`src/rtl/mc14500_pkg.sv`:
```
// Shared opcode encoding for the widened MC14500 one-bit-style controller.
package mc14500_pkg;

  typedef enum logic [3:0] {
    OP_NOPO = 4'h0,
    OP_LD   = 4'h1,
    OP_LDC  = 4'h2,
    OP_AND  = 4'h3,
    OP_ANDC = 4'h4,
    OP_OR   = 4'h5,
    OP_ORC  = 4'h6,
    OP_XNOR = 4'h7,
    OP_STO  = 4'h8,
    OP_STOC = 4'h9,
    OP_IEN  = 4'hA,
    OP_OEN  = 4'hB,
    OP_JMP  = 4'hC,
    OP_RTN  = 4'hD,
    OP_SKZ  = 4'hE,
    OP_NOPF = 4'hF
  } op_e;

endpackage

```
`src/rtl/mc14500_stack.sv`:
```
// Return-address stack: DEPTH entries of AW bits, full/empty flags, synchronous reset.
module mc14500_stack #(
  parameter int DEPTH = 4,
  parameter int AW    = 8
) (
  input  logic          clk,
  input  logic          rst,
  input  logic          push,
  input  logic          pop,
  input  logic [AW-1:0] push_data,
  output logic [AW-1:0] pop_data,
  output logic          full,
  output logic          empty
);

  localparam int PW  = $clog2(DEPTH);
  localparam int SPW = PW + 1;

  logic [SPW-1:0] sp_q, sp_d;
  logic [AW-1:0]  mem_q [DEPTH];
  logic [AW-1:0]  mem_d [DEPTH];
  logic [PW-1:0]  wr_idx_s, top_idx_s;

  // Pointer arithmetic, flags and the read port of the top entry.
  always_comb begin
    wr_idx_s  = sp_q[PW-1:0];
    top_idx_s = sp_q[PW-1:0] - PW'(1);
    full      = (sp_q == SPW'(DEPTH));
    empty     = (sp_q == {SPW{1'b0}});
    pop_data  = mem_q[top_idx_s];
  end

  // Next pointer and storage; callers never push when full or pop when empty.
  always_comb begin
    sp_d  = sp_q;
    mem_d = mem_q;
    if (push && !full) begin
      sp_d            = sp_q + SPW'(1);
      mem_d[wr_idx_s] = push_data;
    end else if (pop && !empty) begin
      sp_d = sp_q - SPW'(1);
    end else begin
      sp_d = sp_q;
    end
  end

  // Stack registers.
  always_ff @(posedge clk) begin
    if (rst) begin
      sp_q  <= {SPW{1'b0}};
      mem_q <= '{default: {AW{1'b0}}};
    end else begin
      sp_q  <= sp_d;
      mem_q <= mem_d;
    end
  end

endmodule

```
`src/rtl/mc14500_wide.sv`:
```
// MC14500-style industrial control unit with a WIDTH-bit result register,
// program counter, skip logic and a small return stack for JMP/RTN.
module mc14500_wide
  import mc14500_pkg::*;
#(
  parameter int WIDTH = 1,
  parameter int AW    = 8,
  parameter int DEPTH = 4
) (
  input  logic             X2,
  input  logic             RST,
  input  logic             EN,
  input  logic [3:0]       I,
  input  logic [AW-1:0]    ADDR_IN,
  input  logic [WIDTH-1:0] DATA_IN,
  output logic [AW-1:0]    PC,
  output logic [WIDTH-1:0] RR,
  output logic [WIDTH-1:0] DATA_OUT,
  output logic             WRITE,
  output logic             JMP,
  output logic             RTN,
  output logic             FLAG_O,
  output logic             FLAG_F,
  output logic             STK_ERR
);

  logic [AW-1:0]    pc_q, pc_d, pc_inc_s, pop_data_s;
  logic [WIDTH-1:0] rr_q, rr_d, d_s;
  logic             ien_q, ien_d, oen_q, oen_d, skip_q, skip_d, stk_err_q, stk_err_d;
  logic             push_s, pop_s, full_s, empty_s, exec_s;
  op_e              op_s;

  mc14500_stack #(.DEPTH(DEPTH), .AW(AW)) u_stack (
    .clk       (X2),
    .rst       (RST),
    .push      (push_s),
    .pop       (pop_s),
    .push_data (pc_inc_s),
    .pop_data  (pop_data_s),
    .full      (full_s),
    .empty     (empty_s)
  );

  // Decode pulses and store port; reset and a pending skip silence them.
  always_comb begin
    op_s     = op_e'(I);
    exec_s   = EN & ~RST & ~skip_q;
    d_s      = DATA_IN & {WIDTH{ien_q}};
    pc_inc_s = pc_q + AW'(1);
    WRITE    = exec_s & oen_q & ((op_s == OP_STO) | (op_s == OP_STOC));
    JMP      = exec_s & (op_s == OP_JMP);
    RTN      = exec_s & (op_s == OP_RTN);
    FLAG_O   = exec_s & (op_s == OP_NOPO);
    FLAG_F   = exec_s & (op_s == OP_NOPF);
    if (WRITE) begin
      DATA_OUT = (op_s == OP_STOC) ? ~rr_q : rr_q;
    end else begin
      DATA_OUT = {WIDTH{1'b0}};
    end
    PC      = pc_q;
    RR      = rr_q;
    STK_ERR = stk_err_q;
  end

  // Instruction execution: next-state for PC, RR, enables, skip and fault flag.
  always_comb begin
    pc_d      = pc_q;
    rr_d      = rr_q;
    ien_d     = ien_q;
    oen_d     = oen_q;
    skip_d    = skip_q;
    stk_err_d = stk_err_q;
    push_s    = 1'b0;
    pop_s     = 1'b0;
    if (EN) begin
      pc_d   = pc_inc_s;
      skip_d = 1'b0;
      if (!skip_q) begin
        case (op_s)
          OP_LD:   rr_d = d_s;
          OP_LDC:  rr_d = ~d_s;
          OP_AND:  rr_d = rr_q & d_s;
          OP_ANDC: rr_d = rr_q & ~d_s;
          OP_OR:   rr_d = rr_q | d_s;
          OP_ORC:  rr_d = rr_q | ~d_s;
          OP_XNOR: rr_d = ~(rr_q ^ d_s);
          OP_IEN:  ien_d = DATA_IN[0];
          OP_OEN:  oen_d = DATA_IN[0];
          OP_JMP: begin
            // A full stack loses the return address but the jump still happens.
            pc_d = ADDR_IN;
            if (full_s) begin
              stk_err_d = 1'b1;
            end else begin
              push_s = 1'b1;
            end
          end
          OP_RTN: begin
            skip_d = 1'b1;
            if (empty_s) begin
              stk_err_d = 1'b1;
            end else begin
              pop_s = 1'b1;
              pc_d  = pop_data_s;
            end
          end
          OP_SKZ:  skip_d = (rr_q == {WIDTH{1'b0}});
          default: rr_d = rr_q;
        endcase
      end else begin
        rr_d = rr_q;
      end
    end else begin
      pc_d = pc_q;
    end
  end

  // Architectural state registers.
  always_ff @(posedge X2) begin
    if (RST) begin
      pc_q      <= {AW{1'b0}};
      rr_q      <= {WIDTH{1'b0}};
      ien_q     <= 1'b1;
      oen_q     <= 1'b1;
      skip_q    <= 1'b0;
      stk_err_q <= 1'b0;
    end else begin
      pc_q      <= pc_d;
      rr_q      <= rr_d;
      ien_q     <= ien_d;
      oen_q     <= oen_d;
      skip_q    <= skip_d;
      stk_err_q <= stk_err_d;
    end
  end

endmodule

```
`config.mk`:
```
export PLATFORM = sky130hd
export DESIGN_NAME = mc14500_wide
export DESIGN_NICKNAME = d
export VERILOG_FILES = /design/src/rtl/mc14500_pkg.sv /design/src/rtl/mc14500_stack.sv /design/src/rtl/mc14500_wide.sv
export SDC_FILE = /design/constraint.sdc
export NUM_CORES = 1
export LEC_CHECK = 0
export ABC_AREA = 1
export BUFFER_PORTS_ARGS = -buffer_cell sky130_fd_sc_hd__buf_2
export CAP_MARGIN = 40
export CORE_ASPECT_RATIO = 0.5
export CORE_MARGIN = 4
export CORE_UTILIZATION = 45
export CTS_BUF_LIST = sky130_fd_sc_hd__clkbuf_4 sky130_fd_sc_hd__clkbuf_8
export CTS_CLUSTER_SIZE = 8
export DETAILED_ROUTE_END_ITERATION = 10
export GPL_TIMING_DRIVEN = 0
export PLACE_DENSITY_LB_ADDON = 0.3
export SETUP_SLACK_MARGIN = 0.2
export SLEW_MARGIN = 10
export SYNTH_ARGS = -nofsm -noshare
export SYNTH_HDL_FRONTEND = slang
export SYNTH_SLANG_ARGS = --single-unit
```
`constraint.sdc`:
```
create_clock -name X2 -period 4.5 [get_ports X2]
set_input_delay 0.45 -clock X2 [delete_from_list [all_inputs] [get_ports X2]]
set_output_delay 0.45 -clock X2 [all_outputs]
set_load 0.02 [all_outputs]
```
**Word level (Yosys, flattened, before mapping)**

Cells that the tools add are included.

- Bits of input ports: 16
- Memory bits (read-only): 0
- Word-level logic and storage cells: 99
- Memory bits (writable): 0
- Register bits after elaboration: 48
- Output and inout bits: 16
- Memories kept: 0
- Latch bits: 0

- Divide/modulo/power cells: 0
- Bitwise logic cells: 22
- Shifts and indexed selects: 0
- Muxes and demuxes: 27
- Multipliers: 0
- Equal/unequal tests: 18
- Magnitude comparators: 3
- Add/subtract/negate cells: 4
- Reduce and logical (&&, ||, !) cells: 14

Operators by type and width:

| operator | number |
|---|---|
| 2-to-1 mux 8 bit | 5 |
| bitwise mux 32 bit | 1 |
| equality test 4 bit, second input constant | 8 |
| binary-select mux 8 bit (select 2 bit) | 1 |
| demux 8 bit (select 2 bit) | 1 |
| equality test 4 x 3 -> 1 bit, second input constant | 4 |
| case mux 8 bit (2 select lines) | 1 |
| 2-to-1 mux 1 bit | 13 |
| bitwise AND 1 bit | 11 |
| AND reduction 3 bit | 3 |
| adder 8 x 1 -> 8 bit, second input constant | 1 |
| equality test 4 x 2 -> 1 bit, second input constant | 2 |
| case mux 1 bit (7 select lines) | 1 |
| nonzero test 7 bit | 1 |
| greater-or-equal comparator 3 bit, second input constant | 2 |
| 2-to-1 mux 3 bit | 2 |
| NOT 2 -> 3 bit | 2 |
| NOT 1 bit | 5 |
| AND reduction 5 bit | 1 |
| equality test 4 x 1 -> 1 bit, second input constant | 1 |
| zero test 4 bit | 1 |
| != test 2 x 1 -> 1 bit, second input constant | 2 |
| case mux 1 bit (2 select lines) | 2 |
| nonzero test 2 bit | 2 |
| 10 further kinds | 15 |

**Longest topological paths before layout**

- Depth in word-level cells: 8
- Depth in mapped cells: 15
- Depth with buffers taken out: 12

**Cells and area by module**

Synthesis repeated with hierarchy kept, for this count alone.

- Cell total of the unflattened synthesis: 407
- Area total of the unflattened synthesis: 2700.1 um^2

By module, submodules not included:

| module | area each (um^2) | instances | cells each | seq. area each (um^2) |
|---|---|---|---|---|
| mc14500_stack | 1642.8 | 1 | 219 | 700.7 |
| mc14500_wide | 1057.3 | 1 | 188 | 260.2 |

**Worst setup path after synthesis**

OpenSTA, ideal clock, no wires.

- Path type: input-to-output
- Start: input RST
- End: output DATA_OUT
- Setup slack: 2144 ps
- Buffers on the path: 1
- Arrival time: 1906 ps
- Stages: 6
- Data required time: 4050 ps
- Path through: clkbuf_1 inv_1 nand2_1 nor3_1 o21ai_0 a21oi_1

- Cells in the longest elaborated chain, start to end: 6

Ends and longest elaborated chain:

| what | line | RTL |
|---|---|---|
| start, declared | mc14500_wide.sv:11 | `input logic RST,` |
| NOT 1 bit | mc14500_wide.sv:47 | `exec_s = EN & ~RST & ~skip_q;` |
| bitwise AND 1 bit (2 in a row) | mc14500_wide.sv:47 |  |
| bitwise AND 1 bit (2 in a row) | mc14500_wide.sv:50 | `WRITE = exec_s & oen_q & ((op_s == OP_STO) \| (op_s == OP_STOC));` |
| net WRITE | mc14500_wide.sv:19 | `output logic WRITE,` |
| 2-to-1 mux 1 bit | mc14500_wide.sv:55 | `if (WRITE) begin` |
| end, declared | mc14500_wide.sv:18 | `output logic [WIDTH-1:0] DATA_OUT,` |

The timed path passes the listed nets, and every way through them passes these cells.

**Final worst setup path**

- Start: register u_stack.sp_q[0]
- End: register pc_q[5], in the netlist PC[5]

- Cells in the longest elaborated chain, start to end: 8
- Elaborated cells on any way between the ends: 9
- Those cells by class: 1 x add/sub; 6 x mux; 1 x bitwise; 1 x reduce/logical

Ends and longest elaborated chain:

| what | line | RTL |
|---|---|---|
| start, declared | mc14500_stack.sv:19 | `logic [SPW-1:0] sp_q, sp_d;` |
| start signal, assigned | mc14500_stack.sv:50 | `sp_q <= {SPW{1'b0}};` |
| start signal, assigned | mc14500_stack.sv:53 | `sp_q <= sp_d;` |
| subtractor 2 x 1 -> 2 bit | mc14500_stack.sv:27 | `top_idx_s = sp_q[PW-1:0] - PW'(1);` |
| NOT 2 -> 3 bit (implied by the code) | mc14500_stack.sv:30 | `pop_data = mem_q[top_idx_s];` |
| binary-select mux 8 bit (select 2 bit) | mc14500_stack.sv:30 |  |
| 2-to-1 mux 8 bit (implied by the code) (2 in a row) | mc14500_stack.sv:30 |  |
| 2-to-1 mux 8 bit * | mc14500_wide.sv:100 | `if (empty_s) begin` |
| case mux 8 bit (2 select lines) * | mc14500_wide.sv:79 | `case (op_s)` |
| 2-to-1 mux 8 bit * | mc14500_wide.sv:78 | `if (!skip_q) begin` |
| end signal, assigned | mc14500_wide.sv:121 | `pc_q <= {AW{1'b0}};` |
| end signal, assigned | mc14500_wide.sv:128 | `pc_q <= pc_d;` |
| end, declared | mc14500_wide.sv:27 | `logic [AW-1:0] pc_q, pc_d, pc_inc_s, pop_data_s;` |

Every way passes the cells marked *; elsewhere a longest branch is shown, timed or not. The select of a mux whose other input is x is not followed.
A chain may end at the register's enable or synchronous reset.

==> run_results.csv <==
group,metric,value,unit
setup_path,critical_path_arrival,2850,ps
power,pwr-share-clk,38.0,%
hold_path,hold_path.class,"input port to flip-flop",
layout,areaGrowthSynthToFinish,13.44,%
setup_path,crit_chain,"buf_2 -> inv_1 -> buf_2 -> ha_1 -> buf_4 -> inv_1 -> nor2_1 -> nor2_1 -> buf_4 -> nand3_1 -> nand3_1 -> nand2_1 -> a21oi_1",
cts,cts_tree,"yes",
logic_synthesis,synth_nets,438,
floorplanning,die_y,62.78,um
cts,clock_latency,310,ps
setup_path,crit_fanout,11,
global_routing,grt_pass1_vias,2533,
timing,slew_viol_final,0,
routing,initialDrtViolationCount,247,
cts,cts_root_buf,"clkbuf_8",
routing,routed_wl,7.589,mm
logic_synthesis,yosys.area.top_type,"dfxtp_1",
run,maxCapViolations,0,
place,port_buffers,30,
cts,cts_buffers,5,
setup_path,crit_type,"flip-flop to flip-flop",
setup_path,cp.required,4730,ps
cts,cts_hold_buf,0,
hold_path,hold_depth,3,
global_routing,grt_overflow,0,
logic_synthesis,ys_seq_area_share,35.59,%
routing,dr_total_vias,2852,
layout,layout_commonest_cell,"nand2_1",
cts,cts_max_level,2,
setup_path,reg2reg_depth,13,
setup_path,cp-start-kind,"flip-flop",
cts,clkSlewWorstSetupHoldPaths,90,ps
timing,rsz0062_at_grt,"no",
routing,drc,0,
place,placed_area,2942,um^2
logic_synthesis,ys_warn_count,0,
global_routing,grt.total_usage,20.87,%
power,pwr-share-seq,49.4,%
global_routing,grt_antenna_before_repair,0,
place,hpwlAfterDp,5.556,mm
timing,tns,0,ps
power,internal_power,0.0006472,W
outcome,status,"finished, final reports clean",
logic_synthesis,synth-edff-count,0,
power,power_density,292.3,nW/um^2
timing,hold_viol,0,
power,combPwrFrac,12.6,%
setup_path,crit_path_top_delay_cell,"dfxtp_1",
layout,most-common-layout-cells,"118 x nand2_1, 68 x nand3_1, 49 x a21oi_1",
logic_synthesis,syn-cell-area,2700,um^2
power,ir_drop,0.1382,mV
floorplanning,dieArea,7379,um^2
routing,routedWlPerCell,14.40,um
logic_synthesis,synth_cell_types,31,
layout,nets,475,
routing,avgViaCountPerCell,5.412,
power,design_power_total,0.0008952,W
power,power_switching,0.0002480,W
power,p_leak,1.286,nW
layout,final_cell_area,3063,um^2
timing,setup_viol,0,
logic_synthesis,ys_top_cells_by_area,"dfxtp_1 36%, nand2_1 16%, nand3_1 13%",
logic_synthesis,yosys.area.top_type_share,35.59,%
layout,regArea,960.9,um^2
layout,multiInputGateArea,1511,um^2
cts,ctsResizeCount,0,
floorplanning,initial_utilization,47.92,%
timing,worst_pin_slew,625.9,ps
cts,cts_buffer_depth,2,
timing,fin_skew,13.91,ps
routing,first_pass_iters,5,
global_routing,grt_max_degree,16,
timing,period_share,58.33,%
logic_synthesis,synthFlopType,"dfxtp_1",
timing,maxSlewHeadroom,58.27,%
timing,fin_crit,2625,ps
routing,ant_nets,0,
timing,fmax,380.9,MHz
global_routing,grt_pass1_wl,12.67,mm
floorplanning,num_rows,19,
logic_synthesis,ys_seq_elements,48,
setup_path,crit_path_end_kind,"flip-flop",
cts,post_cts_buffers,0,
place,gp_congestion,0.8784,
floorplanning,die_w,117.5,um
layout,drive_gt1_share,12.11,%
floorplanning,io_pins,32,
floorplanning,core,5634,um^2
logic_synthesis,avgSynthCellArea,6.491,um^2
power,power.share.switching,27.71,%
cts,clock_sinks,48,
logic_synthesis,syn-instance-count,416,
setup_path,critPathMaxStageDelay,440,ps
layout,num-fill-cells,591,
layout,num_antenna_cells,0,
logic_synthesis,async_flop_share,0,%
registers in the layout, indices dropped and copies added, names as in the netlist:
name,flops
u_stack.mem_q,32
PC,8
u_stack.sp_q,3
RR,1
STK_ERR,1
ien_q,1
oen_q,1
skip_q,1
synthesized netlist by cell type (2+ instances only):
library cell / instances
inv_1: 29
nor2_4: 2
o21ai_0: 30
buf_6: 3
nor3_1: 3
a21oi_1: 49
nor2_1: 29
clkbuf_1: 10
buf_4: 2
dfxtp_1: 48
buf_2: 3
nand3_1: 68
nand2_1: 118
ha_1: 5
cell families after synthesis:
kind of cell               count (synthesis)  synth area share [%]
DFF                                       48                 35.59
buffers and inverters                     50                 8.433
and+or+nand+nor                          228                 36.52
xor gates and xnor gates                   1                0.3244
AOI/OAI and AO/OA                         83                 16.08
adders and majority gates                  6                 3.058
power groups by stage:
stage | combinational (W) | clock [W] | sequential, W
after floorplan | 0.0000640 | 0 | 0.000457
after global placement | 0.000110 | 0 | 0.000452
after detailed placement | 0.000110 | 0 | 0.000452
after CTS | 0.000110 | 0.000341 | 0.000442
after global routing | 0.000124 | 0.000363 | 0.000444
final | 0.000112 | 0.000341 | 0.000442
layout make-up:
| type | count | area share, % |
|---|---|---|
| multi-input combinational | 318 | 49.35 |
| sequential | 48 | 31.37 |
| timing repair buffer | 30 | 4.902 |
| inverter | 32 | 4.126 |
| buffer | 18 | 3.309 |
| tap | 73 | 2.982 |
| clock buffer | 6 | 2.696 |
| clock inverter | 2 | 1.266 |
critical path: cells and delay by family, from the launching register on:
kind	cells	cell delay, ps
adder cells (fa/ha/maj)	1	270
buffers and inverters	6	1140
flip-flops	1	440
AND/OR/NAND/NOR	5	500
AO/OA/AOI/OAI	1	180
worst paths after layout:
| check | start | endpoint | slack [ps] |
|---|---|---|---|
| max reg2reg | u_stack.sp_q[0] | PC[5] | 1870 |
| min reg2reg | oen_q | oen_q | 460 |
| max | u_stack.sp_q[0] | PC[5] | 1870 |
| min | DATA_IN | ien_q | 430 |
metal layers:
| layer | vias up | share of wire [%] | wire, um | GRT usage, % |
|---|---|---|---|---|
| met5 | - | 0 | 0 | 0 |
| met4 | 0 | 0.70 | 53 | 4.234 |
| met3 | 7 | 9.9 | 751 | 5.877 |
| met2 | 121 | 41 | 3103 | 30.46 |
| met1 | 1273 | 48 | 3680 | 30.54 |
| li1 | 1451 | - | - | - |
through the flow:
stage / setup slack [ps] / utilization [%] / hold WS [ps] / instances
after floorplan: 2144 / - / 428.7 / 416
after global placement: 1911 / 52.21 / 441.9 / 519
after detailed placement: 1956 / 52.21 / 448.3 / 519
after CTS: 1908 / 54.36 / 429.9 / 527
after global routing: 1695 / 54.36 / 446.6 / 527
final: 1875 / 54.36 / 428.2 / 527
No activity file was read; power rests on OpenSTA's default activity.
